$ cat config.mk
export PLATFORM = sky130hd
export DESIGN_NAME = mic4_pulse_sequencer
export DESIGN_NICKNAME = d
export VERILOG_FILES = /design/src/rtl/mic4_pulse_sequencer.sv
export SDC_FILE = /design/constraint.sdc
export NUM_CORES = 1
export LEC_CHECK = 0
export BUFFER_PORTS_ARGS = -buffer_cell sky130_fd_sc_hd__buf_2
export CAP_MARGIN = 5
export CORE_MARGIN = 10
export CORE_UTILIZATION = 35
export DETAILED_ROUTE_END_ITERATION = 8
export HOLD_SLACK_MARGIN = 0.1
export PLACE_DENSITY = 0.57
export SLEW_MARGIN = 10
export SYNTH_ARGS = -nofsm -noshare
export SYNTH_HDL_FRONTEND = slang
export SYNTH_SLANG_ARGS = --single-unit
$ cat constraint.sdc
create_clock -name clk_in -period 6.5 [get_ports clk_in]
set_input_delay 0.975 -clock clk_in [delete_from_list [all_inputs] [get_ports clk_in]]
set_output_delay 0.975 -clock clk_in [all_outputs]
set_load 0.03 [all_outputs]
$ cat src/rtl/mic4_pulse_sequencer.sv
// Purpose: sequences pulse_grst / pulse_a / pulse_d triggers for the Mic4 pulse stretchers (optional GRST, then N shots).
// Latency: outputs registered; first visible effect is the cycle after start is sampled in IDLE.
// Backpressure: none; start is ignored while busy and abort returns to IDLE at the next edge. Macro MIC4_SEQ_EXT_TRIG_EN adds ext_trig shot pacing.
module mic4_pulse_sequencer #(
  parameter int DELAY_WIDTH = 16,
  parameter int COUNT_WIDTH = 16,
  parameter int GRST_GUARD  = 8   // must be >= 1: guard cycles counted from the grst trigger
) (
  input  logic                   clk_in,
  input  logic                   rst,
  input  logic                   start,
  input  logic                   abort,
`ifdef MIC4_SEQ_EXT_TRIG_EN
  input  logic                   ext_trig,
`endif
  input  logic                   cfg_grst_en,
  input  logic [DELAY_WIDTH-1:0] cfg_a_delay,
  input  logic [DELAY_WIDTH-1:0] cfg_d_delay,
  input  logic [DELAY_WIDTH-1:0] cfg_period,
  input  logic [COUNT_WIDTH-1:0] cfg_repeat,
  output logic                   pulse_grst,
  output logic                   pulse_a,
  output logic                   pulse_d,
  output logic                   busy,
  output logic                   done,
  output logic [COUNT_WIDTH-1:0] shot_count
);

  // Wait counter is wide enough to hold GRST_GUARD + a_delay and period + 1 without overflow.
  localparam int CNT_W = DELAY_WIDTH + 2;
  localparam logic [CNT_W-1:0] ONE    = CNT_W'(1);
  localparam logic [CNT_W-1:0] TWO    = CNT_W'(2);
  localparam logic [CNT_W-1:0] G_CNT  = CNT_W'(GRST_GUARD);
  localparam logic [COUNT_WIDTH-1:0] SHOT_ONE = COUNT_WIDTH'(1);

  typedef enum logic [2:0] {
    S_IDLE, S_GRST, S_WAIT_A, S_FIRE_A, S_WAIT_D, S_FIRE_D, S_WAIT_P, S_DONE
  } state_t;

  state_t                 r_state, w_state_nxt;
  logic [CNT_W-1:0]       r_cnt, w_cnt_nxt;
  logic                   r_grst_en;
  logic [DELAY_WIDTH-1:0] r_a_delay, r_d_delay, r_period;
  logic [COUNT_WIDTH-1:0] r_repeat, r_shot_count;
  logic                   r_pulse_grst, r_pulse_a, r_pulse_d, r_busy, r_done;

  logic                   w_start_acc;
  logic [CNT_W-1:0]       w_a_in, w_a_sh, w_d_eff, w_p_raw, w_p_eff, w_gap;
  logic                   w_last_shot;
  logic                   w_trig_edge;

  assign w_start_acc = (r_state == S_IDLE) && start && !abort;
  assign w_a_in      = CNT_W'(cfg_a_delay);
  assign w_a_sh      = CNT_W'(r_a_delay);
  assign w_d_eff     = (r_d_delay == '0) ? ONE : CNT_W'(r_d_delay);
  assign w_p_raw     = CNT_W'(r_period);
  assign w_p_eff     = (w_p_raw > w_d_eff) ? w_p_raw : (w_d_eff + ONE);
  // Idle cycles between a pulse_d and the next pulse_a.
  assign w_gap       = w_p_eff - w_d_eff - ONE;
  // shot_count already includes the pulse_d currently on the output.
  assign w_last_shot = (r_repeat != '0) && (r_shot_count == r_repeat);

`ifdef MIC4_SEQ_EXT_TRIG_EN
  logic [1:0] r_trig_sync;
  logic       r_trig_prev;

  // Two-flop synchronizer plus previous-value flop for rising-edge detection.
  always_ff @(posedge clk_in or posedge rst) begin
    if (rst) begin
      r_trig_sync <= '0;
      r_trig_prev <= 1'b0;
    end else begin
      r_trig_sync <= {r_trig_sync[0], ext_trig};
      r_trig_prev <= r_trig_sync[1];
    end
  end

  assign w_trig_edge = r_trig_sync[1] && !r_trig_prev;
`else
  assign w_trig_edge = 1'b0;
`endif

  // Next-state and wait-counter reload; a wait state entered with count n lasts n+1 cycles.
  always_comb begin
    w_state_nxt = r_state;
    w_cnt_nxt   = r_cnt;
    case (r_state)
      S_IDLE: begin
        if (w_start_acc) begin
          if (cfg_grst_en) begin
            w_state_nxt = S_GRST;
          end else begin
`ifdef MIC4_SEQ_EXT_TRIG_EN
            w_state_nxt = S_WAIT_P;
            w_cnt_nxt   = '0;
`else
            if (w_a_in == '0) begin
              w_state_nxt = S_FIRE_A;
            end else begin
              w_state_nxt = S_WAIT_A;
              w_cnt_nxt   = w_a_in - ONE;
            end
`endif
          end
        end
      end
      S_GRST: begin
`ifdef MIC4_SEQ_EXT_TRIG_EN
        // Guard is served inside WAIT_P; triggers are ignored until it expires.
        w_state_nxt = S_WAIT_P;
        w_cnt_nxt   = G_CNT - ONE;
`else
        if ((G_CNT + w_a_sh) == ONE) begin
          w_state_nxt = S_FIRE_A;
        end else begin
          w_state_nxt = S_WAIT_A;
          w_cnt_nxt   = G_CNT + w_a_sh - TWO;
        end
`endif
      end
      S_WAIT_A: begin
        if (r_cnt == '0) w_state_nxt = S_FIRE_A;
        else             w_cnt_nxt   = r_cnt - ONE;
      end
      S_FIRE_A: begin
        if (w_d_eff == ONE) begin
          w_state_nxt = S_FIRE_D;
        end else begin
          w_state_nxt = S_WAIT_D;
          w_cnt_nxt   = w_d_eff - TWO;
        end
      end
      S_WAIT_D: begin
        if (r_cnt == '0) w_state_nxt = S_FIRE_D;
        else             w_cnt_nxt   = r_cnt - ONE;
      end
      S_FIRE_D: begin
        if (w_last_shot) begin
          w_state_nxt = S_DONE;
        end else begin
`ifdef MIC4_SEQ_EXT_TRIG_EN
          w_state_nxt = S_WAIT_P;
          w_cnt_nxt   = '0;
`else
          if (w_gap == '0) begin
            w_state_nxt = S_FIRE_A;
          end else begin
            w_state_nxt = S_WAIT_P;
            w_cnt_nxt   = w_gap - ONE;
          end
`endif
        end
      end
      S_WAIT_P: begin
`ifdef MIC4_SEQ_EXT_TRIG_EN
        if (r_cnt != '0) begin
          w_cnt_nxt = r_cnt - ONE;
        end else if (w_trig_edge) begin
          if (w_a_sh == '0) begin
            w_state_nxt = S_FIRE_A;
          end else begin
            w_state_nxt = S_WAIT_A;
            w_cnt_nxt   = w_a_sh - ONE;
          end
        end
`else
        if (r_cnt == '0) w_state_nxt = S_FIRE_A;
        else             w_cnt_nxt   = r_cnt - ONE;
`endif
      end
      S_DONE:  w_state_nxt = S_IDLE;
      default: w_state_nxt = S_IDLE;
    endcase
    if (abort && (r_state != S_IDLE)) begin
      w_state_nxt = S_IDLE;
    end
  end

  // State, wait counter and Moore outputs registered from the next state.
  always_ff @(posedge clk_in or posedge rst) begin
    if (rst) begin
      r_state      <= S_IDLE;
      r_cnt        <= '0;
      r_pulse_grst <= 1'b0;
      r_pulse_a    <= 1'b0;
      r_pulse_d    <= 1'b0;
      r_busy       <= 1'b0;
      r_done       <= 1'b0;
    end else begin
      r_state      <= w_state_nxt;
      r_cnt        <= w_cnt_nxt;
      r_pulse_grst <= (w_state_nxt == S_GRST);
      r_pulse_a    <= (w_state_nxt == S_FIRE_A);
      r_pulse_d    <= (w_state_nxt == S_FIRE_D);
      r_busy       <= (w_state_nxt != S_IDLE);
      r_done       <= (w_state_nxt == S_DONE);
    end
  end

  // Shadow config captured on the accepted start; shot counter cleared there and bumped with each pulse_d.
  always_ff @(posedge clk_in or posedge rst) begin
    if (rst) begin
      r_grst_en    <= 1'b0;
      r_a_delay    <= '0;
      r_d_delay    <= '0;
      r_period     <= '0;
      r_repeat     <= '0;
      r_shot_count <= '0;
    end else if (w_start_acc) begin
      r_grst_en    <= cfg_grst_en;
      r_a_delay    <= cfg_a_delay;
      r_d_delay    <= cfg_d_delay;
      r_period     <= cfg_period;
      r_repeat     <= cfg_repeat;
      r_shot_count <= '0;
    end else if (w_state_nxt == S_FIRE_D) begin
      r_shot_count <= r_shot_count + SHOT_ONE;
    end
  end

  assign pulse_grst = r_pulse_grst;
  assign pulse_a    = r_pulse_a;
  assign pulse_d    = r_pulse_d;
  assign busy       = r_busy;
  assign done       = r_done;
  assign shot_count = r_shot_count;

endmodule

==> results.sh, run 1 <==
export IMPL_status="completed"
export IMPL_slowest_delay_ps=600
export IMPL_synth_area_um2=8670
export IMPL_dieWidth_um=177
export IMPL_antenna_found_initial=1
export IMPL_cap_violations=0
export IMPL_cts_tree="yes"
export IMPL_min_delay_path_depth=2
export IMPL_hold_violations=0
export IMPL_clk_pin_slew_worst_paths_ps=80
export IMPL_fin_crit_sh_pct=94.4
export IMPL_grtUsageTotal_pct=17.4
export IMPL_layout_drive_gt1_share_pct=14.4
export IMPL_first_pass_iters=5
export IMPL_initial_core_util_pct=35.7
export IMPL_ctsHtreeMaxLevel=3
export IMPL_cts_buffer_depth=2
export IMPL_cts_root_buffer="clkbuf_16"
export IMPL_crit_cells=25
export IMPL_synth_async_sr_flop_share_pct=100
export IMPL_gp_congestion=0.876
export IMPL_areaGrowthSynthToFinish_pct=13.4
export IMPL_yosys_warnings=0
export IMPL_worstMarginPinSlew_ps=961
export IMPL_dp_hpwl_mm=21.5
export IMPL_synth_cells=1084
export IMPL_ant_nets=0
export IMPL_startpoint_type="register"
export IMPL_finalSetupViolations=0
export IMPL_io_pins=90
export IMPL_ys_seq_area_share_pct=30.6
export IMPL_worstSetupPathType="reg -> reg"
export IMPL_post_route_drc_count=0
export IMPL_setup_slack_ps=362
export IMPL_rows=57
export IMPL_required_ps=6740
export IMPL_syn_area_per_cell_um2=8.00
export IMPL_cp_end_kind="register"
export IMPL_skew_ps=14.1
export IMPL_dp_slack_ps=120
export IMPL_post_drt_wl_per_cell_um=18.5
export IMPL_cts_made_buffers=9
export IMPL_finalWorstPathRequiredPeriod_ps=6140
export IMPL_synth_seq_cells=106
export IMPL_netlist_cell_type_count=77
export IMPL_grt_max_degree=96
export IMPL_core_area_um2=24300
export IMPL_clkSinkCount=106
export IMPL_relSlewSlack_pct=35.9
export IMPL_first_iter_violations=592
export IMPL_synth_area_leaders="dfrtp_1, nand2_1, xnor2_1"
export IMPL_crit_family="simple AND/OR/NAND/NOR gates"
export IMPL_n_antenna_cell=0
export IMPL_grt_pass1_wl_mm=44.1
export IMPL_crit_fanout=8
export IMPL_wirelength_mm=27.4
export IMPL_vias_per_cell=5.57
export IMPL_hp_class="reg -> reg"
export IMPL_critPathArrivalTime_ps=6380
export IMPL_synth_top_area_cell="dfrtp_1"
export IMPL_fillerInstances=2472
export IMPL_placed_area_um2=9440
export IMPL_clock_latency_ps=370
export IMPL_holdBufCountCts=0
export IMPL_dieArea_um2=31500
export IMPL_yosys_top_cells_count="nand2_1, dfrtp_1, o21ai_0, xnor2_1, nor2_1"
export IMPL_fmax_ghz=0.163
export IMPL_vias=8249
export IMPL_nets=1266
export IMPL_synth_edff_count=0
export IMPL_stdcell_area_um2=9830
export IMPL_slew_viol_final=0
export IMPL_io_buffers=89
export IMPL_ff2ff_path_depth=25
export IMPL_rsz0062_at_grt="false"
export IMPL_synth_top_area_share_pct=30.6
export IMPL_ys_flop_type="dfrtp_1"
export IMPL_critPathBufInv=2
export IMPL_grt_pass1_vias=8064
export IMPL_synth_fp_nets=1198
export IMPL_fin_util_pct=40.4
export IMPL_fin_setup_tns_ps=0
export IMPL_synth_most_common_cell="nand2_1"
export IMPL_die_h_um=177
export IMPL_gr_total_overflow=0
export IMPL_slowest_stage="or4_1"
## cell type report
class / count / area [µm²] / share of cell area (%)
Sequential cell: 106 / 2650 / 27.0
Clock inverter: 6 / 60.1 / 0.611
Clock buffer: 10 / 229 / 2.33
Inverter: 39 / 149 / 1.51
Tap cell: 324 / 405 / 4.12
Timing Repair Buffer: 109 / 599 / 6.10
Multi-Input combinational cell: 887 / 5740 / 58.3
## cells by family after synthesis
group / synth area share [%]
adder cells (fa/ha/maj): 6.58
buffers and inverters: 4.31
AND/OR/NAND/NOR: 27.3
AO/OA/AOI/OAI: 16.6
flip-flops: 30.6
XOR/XNOR: 10.8
multiplexers: 3.77
## flip-flops by register name, summed over array words and instances (netlist names)
name        cells
shot_count     16
pulse_grst      1
r_a_delay      16
done            1
pulse_a         1
r_period       16
r_d_delay      16
r_repeat       16
r_state         3
busy            1
pulse_d         1
r_cnt          18
## layer usage
| layer | up-vias | wire (µm) | global-route usage [%] |
|---|---|---|---|
| met2 | 246 | 12900 | 28.6 |
| met1 | 3956 | 11900 | 22.0 |
| met4 | 0 | 1120 | 7.95 |
| li1 | 3989 | - | - |
| met5 | - | 0 | 0 |
| met3 | 58 | 1410 | 2.76 |
## stage by stage
| stage | instances | hold WS, ps |
|---|---|---|
| 2_1_floorplan | 1084 | 450 |
| 3_3_place_gp | 1463 | 483 |
| 3_5_place_dp | 1463 | 490 |
| 4_1_cts | 1479 | 508 |
| 5_1_grt | 1481 | 532 |
| 6_report | 1481 | 515 |
## path summary, 6_finish.rpt
kind | startpoint | endpoint | slack, ps
max | r_d_delay[4] | busy | 360
min | r_a_delay[0] | r_a_delay[0] | 510
max reg2reg | r_d_delay[4] | busy | 360
min reg2reg | r_a_delay[0] | r_a_delay[0] | 510
max in group asynchronous | rst | r_cnt[1] | 4550
min in group asynchronous | rst | r_repeat[14] | 620
## cell usage in the layout (no fill, tap or decap), types with 19 or more instances in the layout
master | netlist | layout
nor4_1 | 23 | 22
xor2_1 | 33 | 33
buf_2 | 7 | 89
nand4_1 | 19 | 19
dfrtp_1 | 106 | 106
buf_4 | 2 | 19
o21ai_0 | 74 | 74
a21oi_1 | 38 | 37
inv_1 | 36 | 35
ha_1 | 44 | 43
nor3_1 | 38 | 37
nand2_1 | 222 | 222
xnor2_1 | 74 | 74
nand3_1 | 35 | 34
nor2_1 | 48 | 48
## repair_timing
action | in CTS | in global routing
gates resized for setup | 0 | 16
setup buffers | 0 | 2
endpoints found under the hold margin | 0 | 0
setup endpoints to repair | 0 | 39
## tightest hold or removal path, delay by kind of cell, from the launching register on
kind / cells / cell delay (ps)
simple gates: 1 / 50
flops: 1 / 360
compound gates: 1 / 70
Power of run 1 is left out: the tool's default activity adds up to more than one toggle a clock period on the data nets, which glitch-free logic cannot reach.
==> inputs of run 2 (changes only) <==
clock period = 6.27 ns   (was 6.5 ns; I/O delays follow)
==> run 2 against run 1 <==
Effect of this change: first-iteration DRC count fell by 5.2%; die area unchanged; global-route usage fell by 0.22 points; register-to-register slack worse by 40 ps; maximum frequency is 3.2% higher; worst setup slack worse by 40 ps; wire length decreased by 0.68%; critical endpoint is now r_cnt[15]; core utilization grew 0.51 points; sequential cell count unchanged.
==> results.sh, run 2 (same netlist as run 1, synthesis figures left out) <==
export IMPL_status="completed"
export IMPL_ctsHtreeMaxLevel=3
export IMPL_dieArea_um2=31500
export IMPL_skew_ps=10.3
export IMPL_first_iter_violations=561
export IMPL_fin_setup_tns_ps=0
export IMPL_cts_buffer_depth=2
export IMPL_hold_violations=0
export IMPL_fin_crit_sh_pct=94.9
export IMPL_placed_area_um2=9560
export IMPL_post_route_drc_count=0
export IMPL_slew_viol_final=0
export IMPL_rsz0062_at_grt="true"
export IMPL_cts_tree="yes"
export IMPL_grtUsageTotal_pct=17.2
export IMPL_worstSetupPathType="reg -> reg"
export IMPL_required_ps=6520
export IMPL_die_h_um=177
export IMPL_most_common_layout_cells="nand2_1, dfrtp_1, buf_2, o21ai_0, xnor2_1"
export IMPL_relSlewSlack_pct=35.6
export IMPL_cp_end_kind="register"
export IMPL_antenna_found_initial=0
export IMPL_startpoint_type="register"
export IMPL_cts_root_buffer="clkbuf_16"
export IMPL_largest_reg_flops=18
export IMPL_vias=8084
export IMPL_core_area_um2=24300
export IMPL_grt_max_degree=96
export IMPL_grt_pass1_vias=7931
export IMPL_stdcell_area_um2=9960
export IMPL_holdWs_ps=490
export IMPL_critPathArrivalTime_ps=6200
export IMPL_final_common_cell="nand2_1"
export IMPL_nets=1284
export IMPL_cap_violations=0
export IMPL_wirelength_mm=27.2
export IMPL_fmax_ghz=0.168
export IMPL_final_cells=1499
export IMPL_n_antenna_cell=0
export IMPL_layout_drive_gt1_share_pct=16.0
export IMPL_place_inst=1480
export IMPL_io_pins=90
export IMPL_grt_pass1_wl_mm=43.5
export IMPL_first_pass_iters=5
export IMPL_gr_total_overflow=0
export IMPL_slowest_delay_ps=590
export IMPL_gr_usage_met2_pct=29.4
export IMPL_clock_latency_ps=360
export IMPL_use_met1_pct=21.9
export IMPL_rows=57
export IMPL_busiest_layer="met2"
export IMPL_worstMarginPinSlew_ps=966
export IMPL_post_drt_wl_per_cell_um=18.1
export IMPL_regMostFlops="r_cnt"
export IMPL_holdBufCountCts=0
export IMPL_gp_congestion=0.868
export IMPL_clk_pin_slew_worst_paths_ps=80
export IMPL_vias_per_cell=5.39
export IMPL_finalWorstPathRequiredPeriod_ps=5950
export IMPL_ant_nets=0
export IMPL_dieWidth_um=177
export IMPL_initial_core_util_pct=35.7
export IMPL_finalSetupViolations=0
export IMPL_crit_chain="or4_1 -> nor3_2 -> and2_1 -> nand2_1 -> nand2b_1 -> ha_1 -> nand2_1 -> nor3_1 -> and2_1 -> a31oi_4 -> buf_6 -> o21ai_0 -> ha_1 -> inv_1 -> o31a_1 -> o21ai_2 -> a211oi_1 -> buf_4 -> a2111oi_4 -> nand4_1 -> nor4_4 -> xnor2_1 -> a221o_1 -> mux2_2"
export IMPL_io_buffers=89
export IMPL_crit_fanout=25
export IMPL_dp_hpwl_mm=21.7
export IMPL_slowest_stage="or4_1"
export IMPL_clkSinkCount=106
export IMPL_areaGrowthSynthToFinish_pct=14.8
export IMPL_use_met3_pct=2.55
export IMPL_hp_class="reg -> reg"
export IMPL_cts_made_buffers=9
## run 2: cell count changes in the layout (fill, tap and decap cells not counted), sizes merged
| cell | change |
|---|---|
| buf | +18 |
## run 2: what timing repair did
action	CTS	global route
endpoints found under the setup margin	0	39
setup buffers	0	3
gates resized for setup	0	16
## run 2: final timing paths
path,from,endpoint,slack [ps],cells past startpoint
max reg2reg,r_d_delay[4],r_cnt[15],320,24
max in group asynchronous,rst,r_a_delay[0],4430,3
min,r_a_delay[0],r_a_delay[0],490,2
min in group asynchronous,rst,r_repeat[14],760,2
min reg2reg,r_a_delay[0],r_a_delay[0],490,2
max,r_d_delay[4],r_cnt[15],320,24
## run 2: final cells by class
type,instances,area (µm²)
fillers,2507,14400
multi-input cells,887,5730
flip-flops and latches,106,2650
repair buffers,127,734
well taps,324,405
clock buffers,10,229
inverters,39,149
clock inverters,6,60.1
## run 2: per-stage QoR
| stage | setup slack [ps] | utilization [%] |
|---|---|---|
| after CTS | 72.0 | 40.5 |
| final | 323 | 40.9 |
| after global placement | 210 | 39.3 |
| after floorplan | 216 | - |
| after detailed placement | 124 | 39.3 |
| after global routing | -45.9 | 40.9 |
## run 2: per-layer routing
metal  wire length (µm)  vias to the layer above
li1                   -                     4027
met1              12200                     3834
met2              13200                      185
met3               1120                       38
met4                636                        0
met5                  0                        -
## run 2: critical path, delay by kind of cell, from the launching register on
| kind | cells | cell delay (ps) |
|---|---|---|
| buffers and inverters | 3 | 530 |
| DFF | 1 | 380 |
| adders and majority gates | 2 | 660 |
| xor gates and xnor gates | 1 | 140 |
| AOI/OAI and AO/OA | 7 | 1910 |
| and+or+nand+nor | 10 | 1960 |
| muxes | 1 | 250 |
Power of run 2 is left out for the same reason.
